`src/rtl/multicycle_ctrl.sv`:
```
// Multicycle sequencer for the ARM-subset datapath.
// Decodes the instruction, evaluates its condition and owns the NZCV flags.
module multicycle_ctrl #(
  parameter int unsigned MEM_HANDSHAKE = 1
) (
  input  logic       clk,
  input  logic       reset,
  input  logic [3:0] cond,
  input  logic [1:0] op,
  input  logic [5:0] funct,
  input  logic [3:0] rd,
  input  logic [3:0] alu_flags,
  input  logic       mem_ready,
  output logic       pc_write,
  output logic       adr_src,
  output logic       mem_write,
  output logic       ir_write,
  output logic       reg_write,
  output logic [1:0] result_src,
  output logic       alu_src_a,
  output logic [1:0] alu_src_b,
  output logic [1:0] alu_control,
  output logic [1:0] imm_src,
  output logic [1:0] reg_src,
  output logic [3:0] flags,
  output logic       undef,
  output logic [3:0] state
);

  typedef enum logic [3:0] {
    S_FETCH  = 4'd0,
    S_DECODE = 4'd1,
    S_EXECR  = 4'd2,
    S_EXECI  = 4'd3,
    S_ALUWB  = 4'd4,
    S_MEMADR = 4'd5,
    S_MEMRD  = 4'd6,
    S_MEMWB  = 4'd7,
    S_MEMWR  = 4'd8,
    S_BRANCH = 4'd9
  } state_t;

  state_t     state_q, state_d;
  logic [3:0] flags_q, flags_d;

  logic [3:0] cmd;
  logic       is_cmp;
  logic       set_s;
  logic [1:0] alu_dp;
  logic       cond_ok;
  logic       ready;
  logic       rd_pc;
  logic       fn, fz, fc, fv;

  assign cmd    = funct[4:1];
  assign is_cmp = (cmd == 4'b1010);
  assign set_s  = funct[0] | is_cmp;
  assign rd_pc  = (rd == 4'd15);
  assign ready  = (MEM_HANDSHAKE == 0) ? 1'b1 : mem_ready;
  assign {fn, fz, fc, fv} = flags_q;

  assign state = state_q;
  assign flags = flags_q;

  // DP command to ALU control; unknown commands execute as ADD
  always_comb begin
    unique case (cmd)
      4'b0100: alu_dp = 2'b00;
      4'b0010: alu_dp = 2'b01;
      4'b0000: alu_dp = 2'b10;
      4'b1100: alu_dp = 2'b11;
      4'b1010: alu_dp = 2'b01;
      default: alu_dp = 2'b00;
    endcase
  end

  // Condition check against the architectural flags
  always_comb begin
    unique case (cond)
      4'b0000: cond_ok = fz;
      4'b0001: cond_ok = !fz;
      4'b0010: cond_ok = fc;
      4'b0011: cond_ok = !fc;
      4'b0100: cond_ok = fn;
      4'b0101: cond_ok = !fn;
      4'b0110: cond_ok = fv;
      4'b0111: cond_ok = !fv;
      4'b1000: cond_ok = fc & !fz;
      4'b1001: cond_ok = !fc | fz;
      4'b1010: cond_ok = (fn == fv);
      4'b1011: cond_ok = (fn != fv);
      4'b1100: cond_ok = !fz & (fn == fv);
      4'b1101: cond_ok = fz | (fn != fv);
      4'b1110: cond_ok = 1'b1;
      default: cond_ok = 1'b0;
    endcase
  end

  // Immediate format and register-port steering follow the opcode
  always_comb begin
    unique case (op)
      2'b00:   imm_src = 2'b00;
      2'b01:   imm_src = 2'b01;
      2'b10:   imm_src = 2'b10;
      default: imm_src = 2'b00;
    endcase
    reg_src[0] = (op == 2'b10);
    reg_src[1] = (op == 2'b01) & !funct[0];
  end

  // Next state, per-state datapath controls and flag update
  always_comb begin
    state_d     = state_q;
    flags_d     = flags_q;
    pc_write    = 1'b0;
    adr_src     = 1'b0;
    mem_write   = 1'b0;
    ir_write    = 1'b0;
    reg_write   = 1'b0;
    result_src  = 2'b00;
    alu_src_a   = 1'b0;
    alu_src_b   = 2'b00;
    alu_control = 2'b00;
    undef       = 1'b0;
    case (state_q)
      S_FETCH: begin
        alu_src_a  = 1'b1;
        alu_src_b  = 2'b10;
        result_src = 2'b10;
        ir_write   = ready;
        pc_write   = ready;
        if (ready) state_d = S_DECODE;
      end
      S_DECODE: begin
        alu_src_a  = 1'b1;
        alu_src_b  = 2'b10;
        result_src = 2'b10;
        unique case (1'b1)
          op == 2'b00 &&  funct[5]: state_d = S_EXECI;
          op == 2'b00 && !funct[5]: state_d = S_EXECR;
          op == 2'b01:              state_d = S_MEMADR;
          op == 2'b10:              state_d = S_BRANCH;
          op == 2'b11: begin
            undef   = 1'b1;
            state_d = S_FETCH;
          end
        endcase
      end
      S_EXECR, S_EXECI: begin
        alu_src_b   = (state_q == S_EXECI) ? 2'b01 : 2'b00;
        alu_control = alu_dp;
        state_d     = S_ALUWB;
        if (set_s && cond_ok) begin
          if (alu_dp[1]) flags_d[3:2] = alu_flags[3:2];
          else           flags_d      = alu_flags;
        end
      end
      S_ALUWB: begin
        reg_write = cond_ok & !is_cmp;
        pc_write  = cond_ok & !is_cmp & rd_pc;
        state_d   = S_FETCH;
      end
      S_MEMADR: begin
        alu_src_b = 2'b01;
        state_d   = funct[0] ? S_MEMRD : S_MEMWR;
      end
      S_MEMRD: begin
        adr_src = 1'b1;
        if (ready) state_d = S_MEMWB;
      end
      S_MEMWB: begin
        result_src = 2'b01;
        reg_write  = cond_ok;
        pc_write   = cond_ok & rd_pc;
        state_d    = S_FETCH;
      end
      S_MEMWR: begin
        adr_src   = 1'b1;
        mem_write = cond_ok;
        if (ready) state_d = S_FETCH;
      end
      S_BRANCH: begin
        alu_src_b  = 2'b01;
        result_src = 2'b10;
        pc_write   = cond_ok;
        state_d    = S_FETCH;
      end
      default: state_d = S_FETCH;
    endcase
  end

  // State and flags registers
  always_ff @(posedge clk or posedge reset) begin
    if (reset) begin
      state_q <= S_FETCH;
      flags_q <= 4'b0000;
    end else begin
      state_q <= state_d;
      flags_q <= flags_d;
    end
  end

endmodule
```
`config.mk`:
```
export PLATFORM = sky130hd
export DESIGN_NAME = multicycle_ctrl
export DESIGN_NICKNAME = d
export VERILOG_FILES = /design/src/rtl/multicycle_ctrl.sv
export SDC_FILE = /design/constraint.sdc
export NUM_CORES = 1
export LEC_CHECK = 0
export BUFFER_PORTS_ARGS = -buffer_cell sky130_fd_sc_hd__buf_2
export CORE_UTILIZATION = 49
export DETAILED_ROUTE_END_ITERATION = 10
export PLACE_DENSITY_LB_ADDON = 0.12
export SYNTH_ARGS = -nofsm -noshare
export SYNTH_HDL_FRONTEND = slang
export SYNTH_SLANG_ARGS = --single-unit
```
`constraint.sdc`:
```
create_clock -name clk -period 4.94 [get_ports clk]
set_input_delay 0.494 -clock clk [delete_from_list [all_inputs] [get_ports clk]]
set_output_delay 0.494 -clock clk [all_outputs]
set_load 0.005 [all_outputs]
```
=== Word-level counts from Yosys, hierarchy flattened ===
Cells that the tools add are included.

* Register bits: 8
* Word-level logic and storage cells: 92
* Output and inout bits: 25
* Input port bits: 23

* Reductions and logical operators: 23
* Mux-type cells: 21
* Eq/ne operators: 35
* Bitwise gates (word level): 10

{| class="wikitable"
|+ Operator list
! operator !! count
|-
| $eq A4 B4 Y1 const B || 12
|-
| $eq A4 B3 Y1 const B || 8
|-
| $pmux W4 S6 || 1
|-
| $eq A4 B2 Y1 const B || 5
|-
| $pmux W4 S5 || 1
|-
| $mux W4 || 4
|-
| $pmux W1 S15 || 1
|-
| $logic_not A4 Y1 || 3
|-
| $pmux W2 S3 || 2
|-
| $reduce_or A2 Y1 || 5
|-
| $eq A4 B1 Y1 const B || 2
|-
| $pmux W2 S2 || 2
|-
| $logic_not A1 Y1 || 7
|-
| $mux W1 || 7
|-
| $and A1 B1 Y1 || 6
|-
| $ne A2 B2 Y1 const B || 3
|-
| $reduce_and A3 Y1 || 2
|-
| $eq A2 B2 Y1 const B || 2
|-
| $pmux W1 S4 || 1
|-
| $logic_and A1 B1 Y1 || 3
|-
| $or A1 B1 Y1 || 3
|-
| $reduce_or A3 Y1 || 1
|-
| $eq A2 B1 Y1 const B || 1
|-
| $logic_not A2 Y1 || 1
|-
| other kinds (6) || 6
|}

=== Depth between registers and ports, before layout ===
Gate-level depths: netlist of run 1.

* Word-level depth: 6
* Mapped depth: 7
* Mapped depth without buffers: 7

=== Least setup slack after synthesis of run 1 ===
No wires, ideal clock.

* Kind: input to output
* From: in cond[3]
* To: out reg_write
* Cell stages on the path: 6
* Data arrival time: 1.865 ns
* Path buffers: 1
* Path slack: 2.581 ns
* Path through: buf_4 -> or4b_2 -> a31oi_1 -> or3_4 -> nor3_1 -> nor3b_1

* Cells in the longest elaborated chain, start to end: 4
* Elaborated cells between the ends (all ways): 18
* Classes of those cells: eq/ne: 14; mux: 2; bitwise: 1; reduce/logical: 1

{| class="wikitable"
|+ Ends and longest elaborated chain
! element !! RTL line !! text
|-
| start, declared || 8 || <nowiki>input logic [3:0] cond,</nowiki>
|-
| $eq A4 B4 Y1 (tied with other cells) || 79 || <nowiki>unique case (cond)</nowiki>
|-
| $pmux W1 S15 * || 79 ||
|-
| $and A1 B1 Y1 || 159 || <nowiki>reg_write = cond_ok & !is_cmp;</nowiki>
|-
| $pmux W1 S2 * || 125 || <nowiki>case (state_q)</nowiki>
|-
| end, declared || 18 || <nowiki>output logic reg_write,</nowiki>
|}

Every way passes the cells marked *; elsewhere a longest branch is shown, timed or not.

=== Worst setup path in the final report of run 1 ===
* From: reg flags_q[3] (netlist: flags[3])
* To: out reg_write

* Cells in the longest elaborated chain, start to end: 5
* Elaborated cells between the ends (all ways): 8
* Classes of those cells: eq/ne: 2; mux: 2; bitwise: 3; reduce/logical: 1

{| class="wikitable"
|+ Ends and longest elaborated chain
! element !! RTL line !! text
|-
| start, declared || 44 || <nowiki>logic [3:0] flags_q, flags_d;</nowiki>
|-
| start signal, assigned || 199 || <nowiki>flags_q <= flags_d;</nowiki>
|-
| $ne A1 B1 Y1 or $eq A1 B1 Y1 (tied branches) || -- ||
|-
| $or A1 B1 Y1 or $and A1 B1 Y1 (tied branches) || 93, 92 ||
|-
| $pmux W1 S15 * || 79 ||
|-
| $and A1 B1 Y1 || 159 ||
|-
| $pmux W1 S2 * || 125 ||
|}

Marks and branches as above.

==> results.sh, run 1 <==
export IMPL_outcome="completed"
export IMPL_post_cts_resized=0
export IMPL_place_area_sq_mm=0.00117
export IMPL_synth_edff_count=0
export IMPL_die_w_um=46.2
export IMPL_yosysSeqAreaShare_pct=20.9
export IMPL_synthDistinctLibCells=44
export IMPL_synth_top_area_cell="dfrtp_1"
export IMPL_min_path_type="in2async"
export IMPL_cts_tree="yes"
export IMPL_core_area_sq_mm=0.00178
export IMPL_avgSynthCellArea_sq_um=7.91
export IMPL_tns_ns=0
export IMPL_start_kind="register"
export IMPL_antenna_found_initial=0
export IMPL_p_leak_nw=0.581
export IMPL_port_buffers=47
export IMPL_required_ns=4.45
export IMPL_cts_buffer_depth=2
export IMPL_drtIter0Drc=25
export IMPL_fmax_ghz=0.386
export IMPL_cts_hold_buf=0
export IMPL_synth_area_sq_um=957
export IMPL_post_route_util_pct=66.9
export IMPL_vias_per_cell=5.53
export IMPL_initial_core_util_pct=53.7
export IMPL_clkPwrFrac_pct=10.2
export IMPL_die_area_sq_mm=0.00213
export IMPL_diodes=0
export IMPL_ir_worst_vdd_mv=0.319
export IMPL_synth_area_top_cells="dfrtp_1, ha_1, mux2_2"
export IMPL_htree_levels=1
export IMPL_dominantRegCellSynth="dfrtp_1"
export IMPL_met2_usage_pct=33.0
export IMPL_overflow=0
export IMPL_switching_share_pct=45.6
export IMPL_route_vias_total=1034
export IMPL_switchingPower_mw=0.222
export IMPL_worstMarginPinSlew_ns=0.610
export IMPL_crit_fanout=6
export IMPL_reg2regPathDepth=5
export IMPL_async_flop_share_pct=100
export IMPL_grt_pass1_vias=812
export IMPL_netlist_instances=121
export IMPL_crit_arrival_ns=2.09
export IMPL_fin_cells=187
export IMPL_placedCellCount=184
export IMPL_clockRootBuffer="clkbuf_4"
export IMPL_period_needed_ns=2.59
export IMPL_synthToLayoutAreaGrowth_pct=24.7
export IMPL_post_cts_setup_buffer_count=0
export IMPL_cts_made_buffers=3
export IMPL_ios=48
export IMPL_finalInstanceArea_sq_mm=0.00119
export IMPL_grt_usage_pct=21.7
export IMPL_drive_above_1_share_pct=35.8
export IMPL_power_frac_comb_pct=55.0
export IMPL_rsz0062_at_grt="no"
export IMPL_path_clk_slew_ns=0.05
export IMPL_clk_insertion_delay_late_ns=0.25
export IMPL_netlist_area_leader_share_pct=20.9
export IMPL_ys_warn_count=0
export IMPL_finalClockSkew_ns=0.000217
export IMPL_timing_max_cap_violations=0
export IMPL_seqPwrFrac_pct=34.8
export IMPL_p_int_mw=0.265
export IMPL_met1_usage_pct=31.7
export IMPL_grt_pass1_wl_mm=3.41
export IMPL_die_h_um=46.2
export IMPL_use_met3_pct=1.18
export IMPL_wire_per_inst_um=11.9
export IMPL_finalWirelength_mm=2.22
export IMPL_firstDrtPassIters=4
export IMPL_slew_viol_final=0
export IMPL_grt_max_degree=20
export IMPL_dp_hpwl_mm=1.73
export IMPL_fin_crit_sh_pct=52.4
export IMPL_endpoint_kind="output pin"
export IMPL_powerDensity_mw_per_mm2=408
export IMPL_clock_sinks=8
export IMPL_drc=0
export IMPL_hold_viol_final=0
export IMPL_crit_type="reg2out"
export IMPL_grt_busiest_layer="met2"
export IMPL_synth_nets=150
export IMPL_finalSetupViolCount=0
export IMPL_slew_headroom_pct=58.8
export IMPL_nets=193
export IMPL_rows=15
export IMPL_synth_seq_cells=8
export IMPL_place_congestion=0.804
export IMPL_detail_route_antenna_nets=0
stage by stage:
| stage | hold WS (ns) | total power, mW | setup WS [ns] |
|---|---|---|---|
| finish | 0.186 | 0.487 | 2.35 |
| global route | 0.201 | 0.537 | 2.23 |
| CTS | 0.186 | 0.487 | 2.36 |
| detailed placement | 0.455 | 0.437 | 2.38 |
| global placement | 0.450 | 0.433 | 2.42 |
| floorplan | 0.310 | 0.331 | 2.58 |
power by group through the flow:
| stage | clock (mW) | sequential, mW | combinational, mW |
|---|---|---|---|
| after CTS | 0.0501 | 0.167 | 0.269 |
| after floorplan | 0 | 0.131 | 0.201 |
| after global routing | 0.0548 | 0.179 | 0.303 |
| final | 0.0496 | 0.169 | 0.268 |
| after global placement | 0 | 0.167 | 0.266 |
| after detailed placement | 0 | 0.168 | 0.268 |
worst max-delay path: stages, from the launching register on:
cell and delay, ns:
dfrtp_1 0.45, xor2_1 0.17, or4_1 0.42, a311oi_2 0.33
nor3_1 0.14, nor3b_1 0.19, buf_2 0.14
path summary, 6_finish.rpt:
kind                                 startpoint                   end  slack, ns
max reg2reg                flags[3]$_DFFE_PP0P_  flags[0]$_DFFE_PP0P_       2.85
max in group asynchronous                 reset  state[0]$_DFFE_PP0P_       4.51
min in group clk                      mem_ready  state[3]$_DFFE_PP0P_       0.44
max                        flags[3]$_DFFE_PP0P_             reg_write       2.35
min reg2reg                flags[0]$_DFFE_PP0P_  flags[0]$_DFFE_PP0P_       0.60
min                                       reset  flags[0]$_DFFE_PP0P_       0.19
kinds of logic (layout without fill, tap and decap cells):
family	after synthesis	in the layout	share of synthesized area, %
buffers and inverters	16	57	8.24
AO/OA/AOI/OAI	28	28	20.9
adder cells (fa/ha/maj)	6	6	7.84
AND/OR/NAND/NOR	54	54	32.4
flip-flops	8	8	20.9
multiplexers	6	6	6.93
XOR/XNOR	3	3	2.75
Yosys cell counts (all sizes together), types with 3 or more instances:
master  instances
dfrtp           8
nor3            6
clkbuf          5
nor4b           3
buf             4
a21oi           4
nor2           10
xor2            3
nor3b           4
ha              6
mux2            5
nand2          10
nor2b           6
o21ai           7
inv             7
state kept, by name, indices dropped and copies added (netlist names):
signal and flops:
flags 4, state 4
routing by layer:
layer	vias to the layer above	part of all wire, %
li1	529	-
met3	2	4.8
met5	-	0
met2	35	41
met4	0	0.86
met1	468	53
cells in the final DEF (no fill, tap or decap), drive strengths merged, types with 5 or more instances in the layout:
| cell | n |
|---|---|
| buf | 47 |
| dfrtp | 8 |
| ha | 6 |
| inv | 7 |
| mux2 | 5 |
| nand2 | 10 |
| nor2 | 10 |
| nor2b | 6 |
| nor3 | 6 |
| o21ai | 7 |
cell type report:
class	count	area [sq um]
Tap cell	25	31.3
Multi-Input combinational cell	97	678
Inverter	7	26.3
Clock buffer	3	22.5
Sequential cell	8	200
Fill cell	146	589
Timing Repair Buffer	47	235
(Power assumes the default switching activity.)
==> inputs of run 2 (changes only) <==
--- a/config.mk
+++ b/config.mk
@@ -6,7 +6,7 @@
 export NUM_CORES = 1
 export LEC_CHECK = 0
 export BUFFER_PORTS_ARGS = -buffer_cell sky130_fd_sc_hd__buf_2
-export CORE_UTILIZATION = 49
+export CORE_UTILIZATION = 41
 export DETAILED_ROUTE_END_ITERATION = 10
 export PLACE_DENSITY_LB_ADDON = 0.12
 export SYNTH_ARGS = -nofsm -noshare
==> constraint.sdc (replaced) <==
create_clock -name clk -period 2.1 [get_ports clk]
set_input_delay 0.21 -clock clk [delete_from_list [all_inputs] [get_ports clk]]
set_output_delay 0.21 -clock clk [all_outputs]
set_load 0.005 [all_outputs]
==> run 2 against run 1 <==
Flip-flop and latch count stayed put. Utilization is 5.7 points lower. Largest power group unchanged. Wire length is 22% higher. Hold slack worse by 0.028 ns. Cell count is 11% higher. Critical path depth stayed put. Sequential power is 81% higher. Clock skew is 0.0055 ns higher. The run now ends with setup timing left. First-iteration DRC count is 24% lower. Clock-buffer cell count stayed put. Sequential share of layout area is 1.9 points lower. Power grew to 2.9 times the previous value.
==> results.sh, run 2 (synthesized netlist as in run 1, its figures left out) <==
export IMPL_worstMarginPinSlew_ns=0.511
export IMPL_clockRootBuffer="clkbuf_4"
export IMPL_grt_max_degree=14
export IMPL_cts_buffer_depth=2
export IMPL_whs_ns=0.157
export IMPL_rows=17
export IMPL_diodes=0
export IMPL_switching_share_pct=42.5
export IMPL_powerDensity_mw_per_mm2=1030
export IMPL_firstDrtPassIters=4
export IMPL_wire_per_inst_um=13.0
export IMPL_layout_commonest_cell="buf_2"
export IMPL_overflow=0
export IMPL_grt_pass1_wl_mm=4.44
export IMPL_path_clk_slew_ns=0.05
export IMPL_crit_fanout=3
export IMPL_htree_levels=1
export IMPL_clock_sinks=8
export IMPL_pre_cts_ws_ns=0.0112
export IMPL_placedCellCount=197
export IMPL_fmax_ghz=0.443
export IMPL_regArea_sq_um=201
export IMPL_clk_insertion_delay_late_ns=0.26
export IMPL_finalClockSkew_ns=0.00577
export IMPL_cts_made_buffers=3
export IMPL_seqPwrFrac_pct=21.8
export IMPL_finalWirelength_mm=2.70
export IMPL_required_ns=1.89
export IMPL_grt_pass1_vias=1021
export IMPL_initial_core_util_pct=43.3
export IMPL_fill_cells=222
export IMPL_slew_viol_final=0
export IMPL_power_frac_comb_pct=69.8
export IMPL_dp_hpwl_mm=2.06
export IMPL_core_area_sq_mm=0.00221
export IMPL_drive_above_1_share_pct=43.3
export IMPL_post_route_util_pct=61.3
export IMPL_drc=0
export IMPL_detail_route_antenna_nets=0
export IMPL_die_w_um=50.3
export IMPL_drtIter0Drc=19
export IMPL_place_area_sq_mm=0.00125
export IMPL_slowest_stage="or4_1"
export IMPL_timing_max_cap_violations=0
export IMPL_clkPwrFrac_pct=8.4
export IMPL_hold_viol_final=0
export IMPL_total_power_mw=1.40
export IMPL_ir_worst_vdd_mv=0.738
export IMPL_path_cells="xor2_1 > or4_1 > a311oi_2 > nor3_2 > nor3b_1 > buf_2"
export IMPL_slew_headroom_pct=65.5
export IMPL_port_buffers=47
export IMPL_multi_input_area_sq_um=697
export IMPL_tns_ns=-0.780
export IMPL_rsz0062_at_grt="yes"
export IMPL_finalWorstSetupSlack_ns=-0.159
export IMPL_antenna_found_initial=0
export IMPL_cp_slowest_stage_delay_ns=0.42
export IMPL_die_area_sq_mm=0.00253
export IMPL_route_vias_total=1097
export IMPL_synthToLayoutAreaGrowth_pct=41.6
export IMPL_p_int_mw=0.806
export IMPL_most_common_layout_cells="buf_2, buf_4, nand2_1, nor2_1"
export IMPL_fin_crit_sh_pct=108
export IMPL_period_needed_ns=2.26
export IMPL_grt_usage_pct=22.6
export IMPL_endpoint_kind="output pin"
export IMPL_die_h_um=50.3
export IMPL_crit_type="reg2out"
export IMPL_finalSetupViolCount=7
export IMPL_cts_tree="yes"
export IMPL_switchingPower_mw=0.595
export IMPL_nets=211
export IMPL_outcome="complete, but fails checks"
export IMPL_violations="setup timing"
export IMPL_min_path_type="in2reg"
export IMPL_start_kind="register"
export IMPL_p_leak_nw=0.678
export IMPL_ios=48
export IMPL_crit_arrival_ns=2.05
export IMPL_vias_per_cell=5.27
export IMPL_finalInstanceArea_sq_mm=0.00136
export IMPL_place_congestion=0.784
export IMPL_fin_cells=208
## run 2: path summary, 6_finish.rpt
kind	startpoint	endpoint	slack, ns	cells past startpoint
max in group asynchronous	reset	flags[2]$_DFFE_PP0P_	1.44	3
worst max register to register	flags[3]$_DFFE_PP0P_	flags[2]$_DFFE_PP0P_	-0.14	7
min in group asynchronous	reset	flags[3]$_DFFE_PP0P_	0.42	3
worst min-delay path	mem_ready	state[3]$_DFFE_PP0P_	0.16	2
worst max-delay path	flags[3]$_DFFE_PP0P_	reg_write	-0.16	6
worst min register to register	state[3]$_DFFE_PP0P_	state[0]$_DFFE_PP0P_	0.60	2
## run 2: layout make-up
class | instances | area share, %
Clock buffer | 3 | 1.66
Timing Repair Buffer | 65 | 27.5
Inverter | 7 | 1.94
Sequential cell | 8 | 14.9
Tap cell | 28 | 2.59
Multi-Input combinational cell | 97 | 51.4
## run 2: critical path: cells and delay by family, from the launching register on
family	cells	cell delay, ns
compound gates	1	0.34
xor+xnor	1	0.17
buf+inv	1	0.14
flops	1	0.41
simple gates	3	0.73
## run 2: power groups by stage
stage	clock network [mW]	logic (mW)	registers [mW]
2_1_floorplan	0	0.472	0.307
3_3_place_gp	0	0.833	0.311
3_5_place_dp	0	0.856	0.313
4_1_cts	0.119	0.942	0.302
5_1_grt	0.132	1.08	0.318
6_report	0.118	0.978	0.306
## run 2: repair_timing
action	4_1_cts	5_1_grt
buffers inserted	5	2
resized for setup	2	3
pin swaps	3	2
endpoints found under the hold margin	8	0
hold buffers	1	0
setup endpoints to repair	3	7
## run 2: metal layers
metal	vias to the layer above	GRT usage [%]	part of all wire, %
met2	29	43.6	55
li1	562	-	-
met4	0	5.56	1.4
met1	502	24.9	40
met5	-	0	0
met3	4	4.55	3.7
==> inputs of run 3 (changes only) <==
==> constraint.sdc (replaced) <==
create_clock -name clk -period 2.1 [get_ports clk]
set_input_delay 0.21 -clock clk [delete_from_list [all_inputs] [get_ports clk]]
set_output_delay 0.21 -clock clk [all_outputs]
set_load 0.1 [all_outputs]
==> run 3 against run 2 <==
The run still ends with setup timing left. Register-to-register slack got worse by 0.03 ns. Design area increased by 17%. First-iteration DRC count decreased by 5.3%. Wire length increased by 1.2%. Clock-buffer cell count unchanged. Global-route usage increased by 1.9 points.
==> results.sh, run 3 (synthesized netlist as in run 1, its figures left out) <==
export IMPL_outcome="complete, but fails checks"
export IMPL_violations="setup timing"
export IMPL_drtIter0Drc=18
export IMPL_core_area_sq_mm=0.00221
export IMPL_htree_levels=1
export IMPL_min_path_type="in2reg"
export IMPL_fmax_ghz=0.424
export IMPL_placedCellCount=199
export IMPL_grt_usage_pct=24.6
export IMPL_slew_viol_final=0
export IMPL_cts_made_buffers=3
export IMPL_synthToLayoutAreaGrowth_pct=65.5
export IMPL_port_buffers=47
export IMPL_initial_core_util_pct=43.3
export IMPL_reg2reg_slack_ns=-0.17
export IMPL_cts_tree="yes"
export IMPL_detail_route_antenna_nets=0
export IMPL_die_area_sq_mm=0.00253
export IMPL_start_kind="register"
export IMPL_die_h_um=50.3
export IMPL_grt_pass1_vias=1067
export IMPL_firstDrtPassIters=4
export IMPL_place_area_sq_mm=0.00149
export IMPL_hp_start="mem_ready"
export IMPL_r2r_end="flags[2]$_DFFE_PP0P_"
export IMPL_antenna_found_initial=0
export IMPL_drive_above_1_share_pct=57.5
export IMPL_rsz0062_at_grt="yes"
export IMPL_finalClockSkew_ns=0.00249
export IMPL_cts_buffer_depth=2
export IMPL_worstMarginPinSlew_ns=0.576
export IMPL_finalInstanceArea_sq_mm=0.00158
export IMPL_reg2regPathDepth=7
export IMPL_layout_commonest_cell="buf_2"
export IMPL_crit_fanout=3
export IMPL_rows=17
export IMPL_finalWirelength_mm=2.73
export IMPL_ios=48
export IMPL_path_clk_slew_ns=0.05
export IMPL_fin_crit_sh_pct=112
export IMPL_crit_path_end="reg_write"
export IMPL_required_ns=1.89
export IMPL_grt_pass1_wl_mm=4.75
export IMPL_wire_per_inst_um=13.2
export IMPL_most_common_layout_cells="buf_2, buf_4, nand2_1, inv_1, o21ai_0"
export IMPL_clockRootBuffer="clkbuf_4"
export IMPL_nets=210
export IMPL_timing_rr_start="flags[0]$_DFFE_PP0P_"
export IMPL_finalSetupViolCount=7
export IMPL_fin_cells=207
export IMPL_period_needed_ns=2.36
export IMPL_overflow=0
export IMPL_diodes=0
export IMPL_endpoint_kind="output pin"
export IMPL_route_vias_total=1128
export IMPL_place_congestion=0.884
export IMPL_slew_headroom_pct=61.1
export IMPL_hold_viol_final=0
export IMPL_die_w_um=50.3
export IMPL_critPathLaunch="flags[0]$_DFFE_PP0P_"
export IMPL_dp_hpwl_mm=2.16
export IMPL_crit_type="reg2out"
export IMPL_grt_max_degree=20
export IMPL_clock_sinks=8
export IMPL_timing_max_cap_violations=0
export IMPL_finalWorstSetupSlack_ns=-0.256
export IMPL_vias_per_cell=5.45
export IMPL_drc=0
export IMPL_clk_insertion_delay_late_ns=0.24
export IMPL_crit_arrival_ns=2.15
run 3: cell count changes in the layout (fill, tap and decap cells not counted), moves of 2 or more:
cell     previous run  this run
dfrtp_1             7         0
dfrtp_4             0         6
nor3_4              0         5
nor2_1             10         6
nor3_1              5         1
buf_12              0         3
buf_2              47        44
nand2_1            10         8
nor2_2              0         2
nor2_4              0         2
nor4b_1             3         1
run 3: through the flow:
| stage | util [%] | setup TNS [ns] | worst slack, ns | hold slack [ns] |
|---|---|---|---|---|
| 6_report | 71.6 | -1.18 | -0.256 | 0.146 |
| 5_1_grt | 71.6 | -1.59 | -0.324 | 0.133 |
| 4_1_cts | 71.0 | -0.894 | -0.265 | 0.136 |
| 3_5_place_dp | 67.3 | -0.126 | -0.0545 | 0.167 |
| 3_3_place_gp | 67.3 | -0.0556 | -0.0257 | 0.156 |
| 2_1_floorplan | - | -2.83 | -0.624 | 0.0257 |
run 3: critical path: stages (launching register included):
cell and delay, ns:
dfrtp_4 0.47, xor2_1 0.18, or4_4 0.43, a311oi_4 0.28, nor3_4 0.11, nor3b_4 0.23, buf_12 0.20
run 3: area by class of cell:
type                            instances  area [sq um]
Multi-Input combinational cell         97           865
Inverter                                7          26.3
Clock buffer                            3          22.5
Fill cell                             190           628
Tap cell                               28          35.0
Timing Repair Buffer                   64           410
Sequential cell                         8           225
run 3: layer usage:
layer	part of all wire, %	vias to the layer above	global-route usage [%]
li1	-	570	-
met1	46	527	33.4
met2	50	29	41.1
met3	3.3	2	1.82
met4	0.51	0	7.87
met5	0	-	0
run 3: worst min-delay path by stage:
stage | depth (start not counted) | slack (ns) | endpoint
finish | 2 | 0.15 | state[3]$_DFFE_PP0P_
detailed placement | 2 | 0.17 | flags[3]$_DFFE_PP0P_
floorplan | 1 | 0.03 | flags[0]$_DFFE_PP0P_
CTS | 2 | 0.14 | state[3]$_DFFE_PP0P_
global placement | 2 | 0.16 | flags[0]$_DFFE_PP0P_
global route | 2 | 0.13 | state[3]$_DFFE_PP0P_
run 3: timing repair:
item	CTS	global route
endpoints found under the hold margin	8	0
resized for setup	5	1
hold buffers	1	0
setup endpoints to repair	4	7
cloned	0	0
setup buffers	3	1
pin swaps	5	2
Power of run 3 is left out: the tool's default activity adds up to more than one toggle a clock period on the data nets, which glitch-free logic cannot reach.
